--- src/rtl/prg_save.sv ---
// prg_save: streams the current BASIC program from RAM as a PRG image (load address + bytes).
module prg_save #(
  parameter logic [15:0] PTR_START = 16'h002B,
  parameter logic [15:0] PTR_END   = 16'h002D
) (
  input  logic        clk_sys,
  input  logic        reset,
  input  logic        start,
  output logic        busy,
  output logic        err,
  output logic [15:0] size,
  output logic [15:0] mem_addr,
  output logic        mem_rd,
  input  logic        mem_ack,
  input  logic [7:0]  mem_din,
  output logic [7:0]  o_data,
  output logic        o_valid,
  input  logic        i_ready,
  output logic        o_last
);
  localparam logic [3:0] IDLE  = 4'd0;
  localparam logic [3:0] RD_SL = 4'd1;
  localparam logic [3:0] RD_SH = 4'd2;
  localparam logic [3:0] RD_EL = 4'd3;
  localparam logic [3:0] RD_EH = 4'd4;
  localparam logic [3:0] CHECK = 4'd5;
  localparam logic [3:0] HDR_L = 4'd6;
  localparam logic [3:0] HDR_H = 4'd7;
  localparam logic [3:0] FETCH = 4'd8;
  localparam logic [3:0] SEND  = 4'd9;
  localparam logic [3:0] DONE  = 4'd10;
  logic [3:0]  state;
  logic [15:0] s, e;
  assign busy = state != IDLE;
  // mem_addr doubles as the data read pointer once the header is under way
  always_ff @(posedge clk_sys)
    if (reset) begin
      state    <= IDLE;
      err      <= 1'b0;
      size     <= 16'd0;
      mem_addr <= 16'd0;
      mem_rd   <= 1'b0;
      o_data   <= 8'd0;
      o_valid  <= 1'b0;
      o_last   <= 1'b0;
      s        <= 16'd0;
      e        <= 16'd0;
    end else
      case (state)
        IDLE:
          if (start) begin
            err      <= 1'b0;
            mem_addr <= PTR_START;
            mem_rd   <= 1'b1;
            state    <= RD_SL;
          end
        RD_SL, RD_SH, RD_EL, RD_EH:
          if (!mem_rd) mem_rd <= 1'b1;
          else if (mem_ack) begin
            mem_rd <= 1'b0;
            if (state == RD_SL) s[7:0]  <= mem_din;
            if (state == RD_SH) s[15:8] <= mem_din;
            if (state == RD_EL) e[7:0]  <= mem_din;
            if (state == RD_EH) e[15:8] <= mem_din;
            mem_addr <= state == RD_SL ? PTR_START + 16'd1 : state == RD_SH ? PTR_END : PTR_END + 16'd1;
            state    <= state + 4'd1;
          end
        CHECK:
          if (e < s) begin
            err   <= 1'b1;
            state <= IDLE;
          end else begin
            size     <= e - s;
            mem_addr <= s;
            o_data   <= s[7:0];
            o_valid  <= 1'b1;
            state    <= HDR_L;
          end
        HDR_L:
          if (i_ready) begin
            o_valid <= 1'b0;
            state   <= HDR_H;
          end
        HDR_H:
          if (!o_valid) begin
            o_valid <= 1'b1;
            o_data  <= s[15:8];
            o_last  <= e == s;
          end else if (i_ready) begin
            o_valid <= 1'b0;
            o_last  <= 1'b0;
            state   <= e == s ? DONE : FETCH;
          end
        FETCH:
          if (!mem_rd) mem_rd <= 1'b1;
          else if (mem_ack) begin
            mem_rd  <= 1'b0;
            o_data  <= mem_din;
            o_valid <= 1'b1;
            o_last  <= mem_addr + 16'd1 == e;
            state   <= SEND;
          end
        SEND:
          if (i_ready) begin
            o_valid <= 1'b0;
            o_last  <= 1'b0;
            if (!o_last) mem_addr <= mem_addr + 16'd1;
            state <= o_last ? DONE : FETCH;
          end
        DONE:    state <= IDLE;
        default: state <= IDLE;
      endcase
endmodule

--- config.mk ---
export PLATFORM = sky130hd
export DESIGN_NAME = prg_save
export DESIGN_NICKNAME = d
export VERILOG_FILES = /design/src/rtl/prg_save.sv
export SDC_FILE = /design/constraint.sdc
export NUM_CORES = 1
export LEC_CHECK = 0
export CORE_MARGIN = 4
export CORE_UTILIZATION = 52
export CTS_CLUSTER_DIAMETER = 50
export DETAILED_ROUTE_END_ITERATION = 6
export GPL_TIMING_DRIVEN = 0
export HOLD_SLACK_MARGIN = 0.06
export PLACE_DENSITY = 0.78
export SLEW_MARGIN = 20
export SYNTH_ARGS = -nofsm -noshare
export SYNTH_HDL_FRONTEND = slang
export SYNTH_SLANG_ARGS = --single-unit
--- constraint.sdc ---
create_clock -name clk_sys -period 2.3 [get_ports clk_sys]
set_clock_uncertainty 0.05 [all_clocks]
set_input_delay 0.345 -clock clk_sys [delete_from_list [all_inputs] [get_ports clk_sys]]
set_output_delay 0.345 -clock clk_sys [all_outputs]
set_load 0.02 [all_outputs]
==> impl_metrics.env <==
export IMPL_status="finished with violations"
export IMPL_violations="negative setup slack"
export IMPL_startpoint="e[0]$_SDFFE_PP0P_"
export IMPL_timing_rr_start="e[0]$_SDFFE_PP0P_"
export IMPL_synth_area_sq_um=5146
export IMPL_insertion_delay_ns=0.38
export IMPL_placed_cells=856
export IMPL_synth_edf_count=0
export IMPL_grtUsageTotal_pct=32.79
export IMPL_synthFlopType="dfxtp_1"
export IMPL_rsz0062_at_grt="yes"
export IMPL_fmax_mhz=388.7
export IMPL_chipHeight_um=107.5
export IMPL_start_util_pct=53.14
export IMPL_path_max_fanout=3
export IMPL_grt_pass1_vias=5609
export IMPL_ant_nets=0
export IMPL_seq_area_frac_synth_pct=31.12
export IMPL_yosys_register_bits=80
export IMPL_r2r_worst_path_cells=12
export IMPL_synth_top_area_share_pct=31.12
export IMPL_met2WireLength_um=9077
export IMPL_fin_crit_ns=2.573
export IMPL_setup_tns_ns=-6.088
export IMPL_crit_end="size[14]$_SDFFE_PP0P_"
export IMPL_dpl_cell_area_sq_um=5947
export IMPL_worstHoldPathType="register to register"
export IMPL_synth_nets=701
export IMPL_fp_dieW_um=107.5
export IMPL_dp_slack_ns=-0.8011
export IMPL_hold_viol=0
export IMPL_synth_most_common_cell="nand2_1"
export IMPL_synth_warnings=0
export IMPL_finalWirelength_um=19830
export IMPL_irDropWorstVdd_mv=0.3740
export IMPL_hold_slack_ns=0.4166
export IMPL_critPathCaptureType="register"
export IMPL_nNetsFinal=822
export IMPL_routed_top_layer="met4"
export IMPL_setup_viol=43
export IMPL_ys_types=71
export IMPL_met1_length_um=7498
export IMPL_synth_top_cell_by_area="dfxtp_1"
export IMPL_numPortBuffers=57
export IMPL_rrSetupSlack_ns=-0.27
export IMPL_drv_cap=0
export IMPL_synthTopCellsByArea="dfxtp_1 (31%), a21oi_1 (6.2%), nand2_1 (6.1%)"
export IMPL_multi_input_comb_area_sq_um=3802
export IMPL_hp_start="o_data[6]$_SDFFE_PP0P_"
export IMPL_fin_cells=925
export IMPL_cts_tree="done"
export IMPL_slew_violations=0
export IMPL_path_clk_slew_ns=0.09
export IMPL_cts_buffers=9
export IMPL_grt_antenna_before_repair=0
export IMPL_register_area_sq_um=1658
export IMPL_core_area_sq_um=9684
export IMPL_power_leakage_nw=2.765
export IMPL_netlist_instances=666
export IMPL_fillers=671
export IMPL_dr_pass1_iters=5
export IMPL_via_per_inst=6.384
export IMPL_grt_pass1_wl_um=29580
export IMPL_synth_common_cells="nand2_1 (83), dfxtp_1 (80), nor2_1 (75)"
export IMPL_num_rows=36
export IMPL_antennaDiodeCount=0
export IMPL_grt_max_degree=16
export IMPL_drc=0
export IMPL_start_kind="register"
export IMPL_h_tree_depth=3
export IMPL_slew_headroom_pct=46.91
export IMPL_cp_required_ns=2.52
export IMPL_period_share_pct=111.9
export IMPL_final_core_util_pct=75.49
export IMPL_syn_avg_cell_area_sq_um=7.727
export IMPL_cts_hold_buf=0
export IMPL_clockRootBuffer="clkbuf_8"
export IMPL_clock_sinks=80
export IMPL_clock_path_buffers=2
export IMPL_drtIter0Drc=517
export IMPL_critPathArrivalTime_ns=2.79
export IMPL_setup_ws_ns=-0.2727
export IMPL_fin_area_sq_um=7311
export IMPL_met3RoutedLength_um=2130
export IMPL_worstMarginPinSlew_ns=0.7964
export IMPL_rr_endpoint="size[14]$_SDFFE_PP0P_"
export IMPL_vias=5905
export IMPL_die_area_sq_um=11550
export IMPL_p_per_area_nw_per_um2=776.3
export IMPL_power_mw=5.676
export IMPL_syn_to_final_growth_pct=42.06
export IMPL_drive_gt1_share_pct=27.78
export IMPL_path_class="register to register"
export IMPL_ios=58
export IMPL_synthArstFlopShare_pct=0
export IMPL_wl_per_cell_um=21.43
export IMPL_grt_overflow=0
export IMPL_hpwl_um=12640
export IMPL_gp_congestion=0.9859
## metal layers
layer / GRT usage, % / vias up
li1: - / 2613
met1: 41.39 / 2796
met2: 52.09 / 383
met3: 7.618 / 113
met4: 16.86 / 0
met5: 0 / -
## cells in the final DEF, fill, tap and decap left out, drive strengths merged, types with 7 or more instances in the layout
master	instances
a21o	18
a21oi	65
buf	69
o21ai	24
mux2i	21
a211oi	7
ha	21
a221oi	7
dfxtp	80
nand2b	11
inv	31
a22oi	10
nand3	41
xnor2	23
clkdlybuf4s50	56
nor2	76
xor2	14
nand2	83
clkbuf	31
nor3	19
## cells by family (layout without fill, tap and decap cells)
group / Yosys count / count (layout) / synth area share [%]
AOI/OAI and AO/OA: 172 / 172 / 22.93
xor gates and xnor gates: 37 / 37 / 6.297
adders and majority gates: 22 / 22 / 5.495
buffers and inverters: 66 / 192 / 5.567
DFF: 80 / 80 / 31.12
muxes: 22 / 22 / 4.303
and+or+nand+nor: 267 / 267 / 24.29
## worst max-delay path: stages (launching register included)
cell and delay, ns:
dfxtp_2 0.34, inv_2 0.05, ha_4 0.16, fa_2 0.36, nand2b_4 0.16, a211oi_4 0.29, buf_4 0.15, buf_4 0.09
nor2_2 0.06, o21ba_4 0.23, o21bai_4 0.15, nor4b_1 0.07, a311o_1 0.28
## sequential cells by signal, summed over array words and instances (netlist names)
name and count:
state 4, size 16, s 16, o_last 1, err 1, o_data 8, e 16, o_valid 1
mem_rd 1, mem_addr 16
## cell type report
type                            instances  share of cell area (%)
Sequential cell                        80                   22.68
Multi-Input combinational cell        520                   52.01
Timing Repair Buffer                  113                   15.13
Buffer                                 35                   3.354
Clock inverter                          7                   1.386
Inverter                               28                   1.472
Tap cell                              133                   2.276
Clock buffer                            9                   1.694
## what timing repair did
item / in CTS / in global routing
pin swaps: 42 / 25
setup buffers: 37 / 14
gates resized for setup: 133 / 59
gates cloned: 5 / 0
endpoints found under the setup margin: 72 / 69
## how the worst min path moves through the flow
stage / to / slack (ns) / depth (start not counted)
after floorplan: s[13]$_SDFFE_PP0P_ / 0.40 / 2
after global placement: o_data[7]$_SDFFE_PP0P_ / 0.39 / 2
after detailed placement: o_data[1]$_SDFFE_PP0P_ / 0.40 / 2
after CTS: o_data[1]$_SDFFE_PP0P_ / 0.41 / 2
after global routing: o_data[1]$_SDFFE_PP0P_ / 0.43 / 2
final: o_data[6]$_SDFFE_PP0P_ / 0.42 / 2
## power breakdown
| part | internal (mW) | leakage [nW] | switching (mW) | total (mW) |
|---|---|---|---|---|
| sequential | 1.48 | 0.661 | 0.172 | 1.65 |
| combinational | 1.34 | 1.99 | 1.45 | 2.79 |
| clock | 0.625 | 0.112 | 0.609 | 1.23 |
| total | 3.45 | 2.76 | 2.23 | 5.68 |
Power figures use the tool's default switching activity.
